[src/rtl/result_tx_framer.sv]
// Frames each accepted result word into SYNC, SEQ, LEN, data (MSB byte first), CHK
// and writes it one byte per cycle into the uart_tx6 FIFO, holding while the FIFO is full.
module result_tx_framer #(
    parameter int          DATA_W    = 16,
    parameter logic [7:0]  SYNC_BYTE = 8'hA5
) (
    input  logic              clk,
    input  logic              reset_n,
    input  logic [DATA_W-1:0] result_data,
    input  logic              result_valid,
    output logic              result_ready,
    output logic [7:0]        tx_data,
    output logic              tx_write,
    input  logic              tx_buffer_full,
    output logic              busy,
    output logic [7:0]        seq_num
);

    // state  | meaning
    // IDLE   | waiting for a result word, result_ready high
    // SYNC   | sending SYNC_BYTE
    // SEQ    | sending the sequence number
    // LEN    | sending the data byte count
    // DATA   | sending captured word, byte index counts down to 0
    // CHK    | sending two's-complement checksum, then back to IDLE

    localparam int         NBYTES   = DATA_W / 8;
    localparam logic [7:0] LEN_BYTE = 8'(NBYTES);
    localparam logic [1:0] LAST_IDX = 2'(NBYTES - 1);

    typedef enum logic [2:0] {
        S_IDLE,
        S_SYNC,
        S_SEQ,
        S_LEN,
        S_DATA,
        S_CHK
    } state_t;

    state_t            state, state_nxt;
    logic [DATA_W-1:0] word_q, word_nxt;
    logic [1:0]        idx_q, idx_nxt;
    logic [7:0]        acc_q, acc_nxt;
    logic [7:0]        seq_q, seq_nxt;
    logic [7:0]        tx_byte;
    logic [7:0]        data_byte;
    logic              write_en;

    assign data_byte = 8'(word_q >> {idx_q, 3'b000});

    always_ff @(posedge clk) begin
        if (!reset_n) begin
            state  <= S_IDLE;
            word_q <= '0;
            idx_q  <= '0;
            acc_q  <= '0;
            seq_q  <= '0;
        end else begin
            state  <= state_nxt;
            word_q <= word_nxt;
            idx_q  <= idx_nxt;
            acc_q  <= acc_nxt;
            seq_q  <= seq_nxt;
        end
    end

    always_comb begin
        state_nxt = state;
        word_nxt  = word_q;
        idx_nxt   = idx_q;
        acc_nxt   = acc_q;
        seq_nxt   = seq_q;
        tx_byte   = 8'h00;
        write_en  = (state != S_IDLE) && !tx_buffer_full;

        case (state)
            S_IDLE: begin
                if (result_valid) begin
                    word_nxt  = result_data;
                    acc_nxt   = 8'h00;
                    idx_nxt   = LAST_IDX;
                    state_nxt = S_SYNC;
                end
            end
            S_SYNC: begin
                tx_byte = SYNC_BYTE;
                if (write_en) state_nxt = S_SEQ;
            end
            S_SEQ: begin
                tx_byte = seq_q;
                if (write_en) begin
                    acc_nxt   = acc_q + seq_q;
                    state_nxt = S_LEN;
                end
            end
            S_LEN: begin
                tx_byte = LEN_BYTE;
                if (write_en) begin
                    acc_nxt   = acc_q + LEN_BYTE;
                    state_nxt = S_DATA;
                end
            end
            S_DATA: begin
                tx_byte = data_byte;
                if (write_en) begin
                    acc_nxt = acc_q + data_byte;
                    if (idx_q == 2'd0) state_nxt = S_CHK;
                    else               idx_nxt   = idx_q - 2'd1;
                end
            end
            S_CHK: begin
                tx_byte = ~acc_q + 8'd1;
                if (write_en) begin
                    seq_nxt   = seq_q + 8'd1;
                    state_nxt = S_IDLE;
                end
            end
            default: state_nxt = S_IDLE;
        endcase
    end

    // Reset gates the outputs combinationally so nothing leaks out while reset_n is low.
    assign tx_write     = write_en && reset_n;
    assign tx_data      = reset_n ? tx_byte : 8'h00;
    assign result_ready = reset_n && (state == S_IDLE);
    assign busy         = reset_n && (state != S_IDLE);
    assign seq_num      = seq_q;

endmodule

[config.mk]
export PLATFORM = sky130hd
export DESIGN_NAME = result_tx_framer
export DESIGN_NICKNAME = d
export VERILOG_FILES = /design/src/rtl/result_tx_framer.sv
export SDC_FILE = /design/constraint.sdc
export NUM_CORES = 1
export LEC_CHECK = 0
export CORE_MARGIN = 2
export CORE_UTILIZATION = 55
export CTS_BUF_LIST = sky130_fd_sc_hd__clkbuf_4 sky130_fd_sc_hd__clkbuf_8
export DETAILED_ROUTE_END_ITERATION = 10
export PLACE_DENSITY = 0.92
export SETUP_SLACK_MARGIN = 0.2
export SYNTH_ARGS = -nofsm -noshare
export SYNTH_HDL_FRONTEND = slang
export SYNTH_SLANG_ARGS = --single-unit
[constraint.sdc]
create_clock -name clk -period 4 [get_ports clk]
set_input_delay 0.6 -clock clk [delete_from_list [all_inputs] [get_ports clk]]
set_output_delay 0.6 -clock clk [all_outputs]
set_load 0.03 [all_outputs]
==> impl_summary.md <==
Run status
The flow ran to the end, and the final reports show no timing, DRC or antenna violations.

Layout
The net count of the finished layout is ~380. The area growth from synthesis to layout is 18.5%. The multi-input combinational cells in the finished layout cover a total of 1670 um^2. The final core utilization is about two thirds. The sequential cells in the finished layout cover a total of 741 um^2. After filler insertion, the fill cell instance count of the layout stands at 349. The number of antenna diodes in the final layout is 0. The share of final-layout standard cells stronger than drive strength 1 is 6.29%.

STA
The final cycle utilization of the critical path is roughly four fifths. Summed over all failing endpoints, the final setup total negative slack is 0 ps. The final hold violation count is 0.

The tightest slew margin relative to the limit is 59.0%. The worst clock skew on the final layout is between 6 and 7 ps. Setup repair after global routing left no endpoint under its margin. After layout, the minimum clock period comes to 3210 ps. For the pin with the worst max-slew slack, the measured transition is 612 ps. Setup violations remaining at the end of the flow were counted as 0. Timing would allow up to 0.311 GHz. The count of pins over their slew limit is 0.

Die
The die is 72.1 um tall. The full die area is 5190 um^2. 39 I/O pins were placed. The floorplan has 24 rows.

The starting density of the core is 57.7%. The die outline width is 72.1 um. The area of the placeable core is between 4000 and 5000 um^2.

GRT
The total routing resource utilization after global routing is a little over a quarter. The via count of the first global-routing pass came to 2245. The number of antenna violations at the first check in global routing is 0.

Entering global routing, the biggest net connects 29 pins. Global routing finished with a remaining overflow of 0. The first global-routing pass estimated 10800 um of wire.

Worst setup path
At the worst endpoint, the required time is between 3000 and 4000 ps. The worst register-to-register path has a depth of 9. STA classifies the critical path startpoint as a flip-flop. Along the worst path, the maximum fanout reaches 16.

In this run the critical register-to-register path is launched from state[0]. In this run the critical register-to-register path is captured at acc_q[6]. The sort of element at the end of the critical path is an output pin.

The setup path with the least slack is of type reg -> out. At the worst endpoint, the arrival time is around 2600 ps. The setup slack on the worst flop-to-flop path is 930 ps.

Placement
The HPWL after detailed placement is 4780 um. Buffers placed on the I/O ports in this run total 38. The congestion estimate from routability-driven global placement came to 0.979.

CTS
TritonCTS built the clock tree. After clock tree synthesis, the clock-pin slew on the worst setup and hold paths is roughly 70 ps. In this run the deepest clock path goes through 2 buffers. The CTS root buffer is sky130_fd_sc_hd__clkbuf_8. The TritonCTS sink count is 37. The number of hold-repair buffers added at the cts stage is 0.

Post-CTS timing repair inserted 0 buffers for setup. The total of cells resized after clock tree synthesis is 0. For the worst-skew pair, the clock arrives at the later sink with an insertion delay of 290 ps. In this run, CTS created clock tree buffers numbering 5. CTS built an H-tree with a depth of 2.

Route
The detailed-route via count is between 2000 and 2500. The count of unresolved DRC violations after routing is 0. After the first detailed-routing iteration, the DRC count stood at ~210. The via count normalized by instance count is 6.21. The final wirelength is ~6700 um. The average wire per standard cell is 16.6 um. The first detailed-routing pass took 4 iterations.

The residual antenna-violating net count after detailed routing is 0.

Yosys
The proportion of synthesized flip-flops having asynchronous set or reset is 0%. The portion of synthesized cell area occupied by the leading cell type is approximately 29%. Summing the sequential cell areas from Yosys gives 29.1% of the chip area. The combined area of all synthesized cells is 2550 um^2.

Yosys mapped the design onto 60 distinct sky130hd cell types. The post-synthesis cell type with the largest combined area is sky130_fd_sc_hd__dfxtp_1. The number of nets in the synthesized netlist is 356. The gate count of the mapped netlist is 323. After synthesis, the mean cell area works out to 7.89 um^2. In this run, synthesis produced a sequential element count of 37. The number of warning messages in the yosys log is 0. By area the synthesized netlist is led by sky130_fd_sc_hd__dfxtp_1 29%, sky130_fd_sc_hd__nand2_1 6.3%, sky130_fd_sc_hd__a21oi_1 6.3%. The dominant register cell in the synthesized netlist is sky130_fd_sc_hd__dfxtp_1.

The number of enable flip-flop cells after synthesis is 0.

Power and ir drop
Power spread over the standard cell area amounts to 313 nW/um^2. In this run the static leakage power is 0.00123 uW. The worst IR drop on VDD is roughly 210 uV.

Hold path
The worst-case hold path end point is word_q[1]. The kind of path behind the tightest hold check is reg -> reg. The worst hold path startpoint is word_q[1].

The number of cells on the worst hold path is 2.

Run
The tool flagged a number of max-cap violations equal to 0.
-- metrics by stage --
step           worst slack [ps]  total power [uW]  cells  hold WS, ps  instance area, um^2
2_1_floorplan              1060               568    323          436                 2550
3_3_place_gp                943               626    395          441                 2920
3_5_place_dp                907               633    395          446                 2920
4_1_cts                     808               944    402          456                 3020
5_1_grt                     664               986    402          478                 3020
6_report                    788               946    402          457                 3020
-- flip-flops by register name, summed over array words and instances, names as in the netlist --
register and count:
idx_q 2, acc_q 8, word_q 16, seq_num 8, state 3
-- worst max-delay path: stages (launching register included) --
cell,delay (ps)
sky130_fd_sc_hd__dfxtp_1,690
sky130_fd_sc_hd__nor3_1,230
sky130_fd_sc_hd__nor2_1,170
sky130_fd_sc_hd__nand2_1,280
sky130_fd_sc_hd__a21oi_1,250
sky130_fd_sc_hd__clkdlybuf4s50_1,700
-- cells in the final DEF (no fill, tap or decap), types with 3 or more instances in the layout --
master | netlist | layout
sky130_fd_sc_hd__a211oi_1 | 5 | 5
sky130_fd_sc_hd__a21o_1 | 8 | 8
sky130_fd_sc_hd__a21oi_1 | 32 | 32
sky130_fd_sc_hd__a221oi_1 | 4 | 4
sky130_fd_sc_hd__and2_1 | 4 | 4
sky130_fd_sc_hd__and3_1 | 3 | 3
sky130_fd_sc_hd__buf_4 | 1 | 4
sky130_fd_sc_hd__clkbuf_8 | 0 | 5
sky130_fd_sc_hd__clkdlybuf4s50_1 | 0 | 38
sky130_fd_sc_hd__dfxtp_1 | 37 | 37
sky130_fd_sc_hd__ha_1 | 12 | 12
sky130_fd_sc_hd__inv_1 | 9 | 9
sky130_fd_sc_hd__mux2i_1 | 11 | 11
sky130_fd_sc_hd__nand2_1 | 43 | 43
sky130_fd_sc_hd__nand2b_1 | 7 | 7
sky130_fd_sc_hd__nand3_1 | 6 | 6
sky130_fd_sc_hd__nand4_1 | 3 | 3
sky130_fd_sc_hd__nor2_1 | 32 | 32
sky130_fd_sc_hd__nor2b_1 | 3 | 3
sky130_fd_sc_hd__nor3_1 | 5 | 5
sky130_fd_sc_hd__nor3b_1 | 3 | 3
sky130_fd_sc_hd__o21ai_0 | 8 | 8
sky130_fd_sc_hd__o22ai_1 | 4 | 4
sky130_fd_sc_hd__or3_1 | 4 | 4
sky130_fd_sc_hd__xnor2_1 | 6 | 6
sky130_fd_sc_hd__xor2_1 | 10 | 10
-- synthesized netlist by cell type (3+ instances only) --
cell type	instances
sky130_fd_sc_hd__a211oi_1	5
sky130_fd_sc_hd__a21o_1	8
sky130_fd_sc_hd__a21oi_1	32
sky130_fd_sc_hd__a221oi_1	4
sky130_fd_sc_hd__and2_1	4
sky130_fd_sc_hd__and3_1	3
sky130_fd_sc_hd__buf_2	5
sky130_fd_sc_hd__clkbuf_1	12
sky130_fd_sc_hd__dfxtp_1	37
sky130_fd_sc_hd__ha_1	12
sky130_fd_sc_hd__inv_1	9
sky130_fd_sc_hd__mux2i_1	11
sky130_fd_sc_hd__nand2_1	43
sky130_fd_sc_hd__nand2b_1	7
sky130_fd_sc_hd__nand3_1	6
sky130_fd_sc_hd__nand4_1	3
sky130_fd_sc_hd__nor2_1	32
sky130_fd_sc_hd__nor2b_1	3
sky130_fd_sc_hd__nor3_1	5
sky130_fd_sc_hd__nor3b_1	3
sky130_fd_sc_hd__o21ai_0	8
sky130_fd_sc_hd__o22ai_1	4
sky130_fd_sc_hd__or3_1	4
sky130_fd_sc_hd__xnor2_1	6
sky130_fd_sc_hd__xor2_1	10
-- power breakdown --
group | switching, uW | internal (uW) | leakage (uW)
clock network | 135 | 181 | 0.0000540
logic | 120 | 92.1 | 0.000878
registers | 29.7 | 388 | 0.000302
total | 285 | 662 | 0.00123
-- layout make-up --
| class | count | share of cell area [%] |
|---|---|---|
| Sequential cell | 37 | 24.5 |
| Timing Repair Buffer | 42 | 13.6 |
| Inverter | 9 | 1.12 |
| Clock buffer | 5 | 2.28 |
| Clock inverter | 2 | 1.16 |
| Tap cell | 52 | 2.15 |
| Multi-Input combinational cell | 255 | 55.2 |
-- cell families (layout without fill, tap and decap cells) --
logic type,count (synthesis),after routing,synth area share (%)
compound gates,85,85,22.2
xor+xnor,17,17,6.14
fa+ha+maj,13,13,6.68
buf+inv,31,58,5.55
flops,37,37,29.1
mux,11,11,4.32
simple gates,129,129,26.0
-- worst max-delay path by stage --
stage / startpoint / to
floorplan: reset_n / tx_data[1]
global placement: reset_n / tx_data[1]
detailed placement: reset_n / tx_data[1]
CTS: state[0] / tx_data[1]
global route: state[0] / tx_data[1]
finish: state[0] / tx_data[1]
-- routing by layer --
layer | vias up | share of wire [%] | track usage, %
li1 | 1207 | - | -
met1 | 1167 | 44 | 35.9
met2 | 105 | 47 | 43.1
met3 | 18 | 6.0 | 3.89
met4 | 0 | 2.7 | 11.7
met5 | - | 0 | 0
Note: power is estimated with default switching activity, not from simulation.
==> edit 1: new RTL, config.mk and constraints unchanged <==
The 6 states of `state_t` get a one-hot encoding in 6 bits.
--- a/src/rtl/result_tx_framer.sv
+++ b/src/rtl/result_tx_framer.sv
@@ -29,11 +29,11 @@
     localparam logic [1:0] LAST_IDX = 2'(NBYTES - 1);
 
-    typedef enum logic [2:0] {
-        S_IDLE,
-        S_SYNC,
-        S_SEQ,
-        S_LEN,
-        S_DATA,
-        S_CHK
+    typedef enum logic [5:0] {
+        S_IDLE = 6'b000001,
+        S_SYNC = 6'b000010,
+        S_SEQ  = 6'b000100,
+        S_LEN  = 6'b001000,
+        S_DATA = 6'b010000,
+        S_CHK  = 6'b100000
     } state_t;
 
Check against the original RTL: no difference found for any inputs over 10 cycles, from zero or initial values and one cycle with reset_n low; not proved beyond that.
==> edit 1 against the unedited design <==
Non-clock buffer count shrank 1; sequential cell count increased by 3; setup slack lost 0.36 ns; power grew 15%; count of clock-buffer cells in the layout unchanged; routed wire length grew 4.4%; combinational power increased by 38%; synthesized area up 3.8%; cell area rose by 3.8%; sequential share of layout area up 1.0 points; critical path type unchanged.
==> edit 1: results <==
cells_and_area:
  regMostFlops: "word_q"
  antennaDiodeCount: 0
  drive_gt1_share_pct: 6.150
  largest_reg_flops: 16
  nNetsFinal: 406
  final_cells: 428
sta:
  worst_pin_slew_ns: 0.7150
  hold_violations: 0
  fin_worst_skew_ns: 0.005385
grt:
  antenna_found_initial: 0
  grt_pass1_vias: 2530
  grt_first_pass_wirelength_mm: 11.80
  use_met1_pct: 35.00
  use_met2_pct: 47.95
  grt_usage_pct: 28.01
  use_met3_pct: 5.487
  grt_max_degree: 27
critical_path:
  crit_fanout: 23
  cpPeakStageDelay_ns: 0.71
  critPathArrivalTime_ns: 2.97
  slowest_stage: "clkdlybuf4s50_1"
synth:
  synth_area_leaders: "dfxtp_1 (30%), nand2_1 (8.2%), a21oi_1 (6.8%), ha_1 (5.7%), nor2_1 (4.0%)"
  syn-num-nets: 378
  ys_warn_count: 0
  synth_common_cells: "nand2_1 (58), dfxtp_1 (40), a21oi_1 (36)"
  seq_area_frac_synth_pct: 30.26
  avgSynthCellArea_um2: 7.670
  async_flop_share_pct: 0
  ys_types: 52
status:
  status: "completed"
route:
  num_vias: 2667
  drt_wl_total_mm: 6.983
  drt_iter0_markers: 266
  firstDrtPassIters: 6
clock_network:
  cts_setup_buffers: 0
  clockBufferDepth: 2
  h-tree-depth: 2
  cts_resized: 0
  cts_buffers: 5
  insertion_delay_ns: 0.30
  clk_pin_slew_ns: 0.08
  root_buffer: "clkbuf_8"
placement:
  io_buffers: 38
  gp_congestion: 0.9362
  post-place-cells: 420
  dpl.hpwl_mm: 5.198
  place_ws_ns: 0.7701
pwr:
  peakVddDrop_mv: 0.2680
  total_leakage_power_uw: 0.001143
min_path:
  hp-class: "register to register"
## edit 1: cell count changes in the layout (fill, tap and decap cells not counted), sizes merged, moves of 5 or more
cell | before | now
o21ai | 8 | 18
nand2b | 7 | 2
nand2 | 44 | 59
a22oi | 0 | 5
or3 | 4 | 9
## edit 1: final cells by class
class,count,area (um2)
tap,54,67.56
sequential,40,800.8
multi-input combinational,275,1715
fill,372,1556
clock buffer,5,68.82
inverter,10,37.54
timing repair buffer,41,402.9
clock inverter,3,42.54
## edit 1: critical path: cells and delay by family (launching register included)
| kind | cells | cell delay, ns |
|---|---|---|
| buffers and inverters | 2 | 0.94 |
| flip-flops | 1 | 0.39 |
| AO/OA/AOI/OAI | 2 | 0.35 |
| AND/OR/NAND/NOR | 3 | 1.00 |
## edit 1: metal layers
layer / up-vias / routed length (um) / share of wire [%]
met2: 116 / 3470 / 50
met3: 19 / 427 / 6.1
met4: 0 / 136 / 1.9
li1: 1296 / - / -
met5: - / 0 / 0
met1: 1236 / 2948 / 42
## edit 1: cell families after synthesis
kind of cell | Yosys count | share of synthesized area [%]
AOI/OAI and AO/OA | 93 | 21.89
xor gates and xnor gates | 18 | 5.957
adders and majority gates | 13 | 6.430
buffers and inverters | 30 | 4.917
DFF | 40 | 30.26
muxes | 11 | 4.350
and+or+nand+nor | 140 | 26.19
## edit 1: worst paths after layout
path | endpoint | from | slack [ns] | depth (start not counted)
worst max-delay path | tx_data[4] | state[0] | 0.43 | 7
worst min-delay path | word_q[15] | word_q[15] | 0.46 | 2
worst min register to register | word_q[15] | word_q[15] | 0.46 | 2
worst max register to register | acc_q[7] | state[0] | 0.67 | 11
## edit 1: per-stage QoR
step           hold WS, ns  area (um2)
4_1_cts             0.4560        3136
2_1_floorplan       0.4329        2646
6_report            0.4573        3136
5_1_grt             0.4850        3136
3_5_place_dp        0.4434        3024
3_3_place_gp        0.4413        3024
## edit 1: power by group
group	internal [uW]	switching, uW
Combinational	118	177
Sequential	428	35.4
Clock	185	149
Total	731	361
==> edit 2: new RTL, same settings <==
Made on the original files. Set the parameter `DATA_W` to 32 (it was 16).
--- a/src/rtl/result_tx_framer.sv
+++ b/src/rtl/result_tx_framer.sv
@@ -2,5 +2,5 @@
 // and writes it one byte per cycle into the uart_tx6 FIFO, holding while the FIFO is full.
 module result_tx_framer #(
-    parameter int          DATA_W    = 16,
+    parameter int          DATA_W    = 32,
     parameter logic [7:0]  SYNC_BYTE = 8'hA5
 ) (
Ports: changed (resized result_data); port bits go from 39 to 55. No check against the original RTL was run, so the function may have changed too.
==> edit 2 against the unedited design <==
Routed wire length rose by 17%; setup slack worse by 0.26 ns; synthesized cell count increased by 20%; power rose by 31%; combinational power increased by 20%; first-iteration DRC count grew 12%; worst hold slack better by 0.0034 ns; synthesized area rose by 22%; cell area increased by 25%; sequential cell count increased by 16; sequential share of layout area grew 3.7 points; critical endpoint is now tx_data[7]; largest cell class unchanged; largest power group unchanged.
==> edit 2: results <==
synth:
  synth_compound_area_share_pct: 17.14
  syn-num-nets: 435
  async_flop_share_pct: 0
  synth_xor_area_share_pct: 5.927
  seq_area_frac_synth_pct: 34.19
  synth_common_cells: "nand2_1 (79), dfxtp_1 (53), a21oi_1 (50)"
  ys_types: 56
  synth_area_leaders: "dfxtp_1 (34%), nand2_1 (9.6%), a21oi_1 (8.1%), mux4_1 (5.9%), ha_1 (4.8%)"
  synth_mux_area_share_pct: 10.44
  synth_fa_ha_area_share_pct: 5.484
critical_path:
  r2r_cells: 10
  crit_fanout: 7
  regToRegEndpoint: "acc_q[5]"
  rr_startpoint: "idx_q[0]"
  cpPeakStageDelay_ns: 0.74
  crit_start: "acc_q[2]"
  crit_end: "tx_data[7]"
  critPathTopFamily: "simple AND/OR/NAND/NOR gates"
  slowest_stage: "clkdlybuf4s50_1"
cells_and_area:
  fill_cells: 451
  largest_reg_flops: 32
  nNetsFinal: 476
  drive_gt1_share_pct: 5.607
grt:
  grt_usage_pct: 25.87
  grt_pass1_vias: 2782
  grt_first_pass_wirelength_mm: 12.86
  grt_max_degree: 38
route:
  firstDrtPassIters: 5
  num_vias: 2903
  drt_wl_total_mm: 7.823
  drt_iter0_markers: 234
min_path:
  hp-class: "register to register"
placement:
  dpl.hpwl_mm: 5.756
  io_buffers: 54
  gp_congestion: 0.8820
clock_network:
  clockBufferDepth: 2
  insertion_delay_ns: 0.32
  clk_pin_slew_ns: 0.11
  cts_buffers: 5
  root_buffer: "clkbuf_8"
pwr:
  peakVddDrop_mv: 0.2546
  total_leakage_power_uw: 0.001490
sta:
  fin_worst_skew_ns: 0.01055
  slew_headroom_pct: 22.75
status:
  status: "completed"
## edit 2: cell types whose count changed in the layout (fill, tap and decap cells not counted), moves of 7 or more
cell             unedited run  this run
a21oi_1                    32        50
clkdlybuf4s50_1            38        54
dfxtp_1                    37        53
mux4_1                      0         7
nand2_1                    43        79
## edit 2: area by class of cell
type / count / area, um2 / area share (%)
clock buffer: 5 / 68.82 / 1.828
clock inverter: 3 / 47.55 / 1.263
inverter: 15 / 56.30 / 1.496
multi-input combinational: 296 / 1886 / 50.08
sequential: 53 / 1061 / 28.18
tap: 72 / 90.09 / 2.393
timing repair buffer: 56 / 555.5 / 14.76
## edit 2: per-stage QoR
stage	utilization [%]	std cells	setup slack (ns)	total power, uW	cell area (um2)
3_5_place_dp	66.67	492	0.7782	858.7	3649
6_report	68.79	500	0.5328	1241	3765
2_1_floorplan	-	386	1.283	773.5	3103
3_3_place_gp	66.67	492	0.8874	847.7	3649
4_1_cts	68.79	500	0.5359	1239	3765
5_1_grt	68.79	500	0.2451	1289	3765
## edit 2: worst min path at each step
stage	endpoint	depth (start not counted)	slack (ns)	startpoint
after global routing	word_q[13]	2	0.48	word_q[13]
after floorplan	word_q[10]	2	0.43	word_q[10]
final	word_q[11]	2	0.46	word_q[11]
after detailed placement	word_q[4]	2	0.45	word_q[4]
after CTS	word_q[4]	2	0.46	word_q[4]
after global placement	word_q[26]	2	0.44	word_q[26]
## edit 2: per-layer routing
layer	wire length, um	GRT usage (%)	vias up
met3	447	4.205	20
met4	247	10.00	0
met1	3225	31.33	1339
met5	0	0	-
met2	3903	45.85	125
li1	-	-	1419
## edit 2: report_power, final
group          switching (uW)  leakage, uW  internal, uW
registers                35.6     0.000433           559
logic                     142     0.000998           114
clock network             199    0.0000591           191
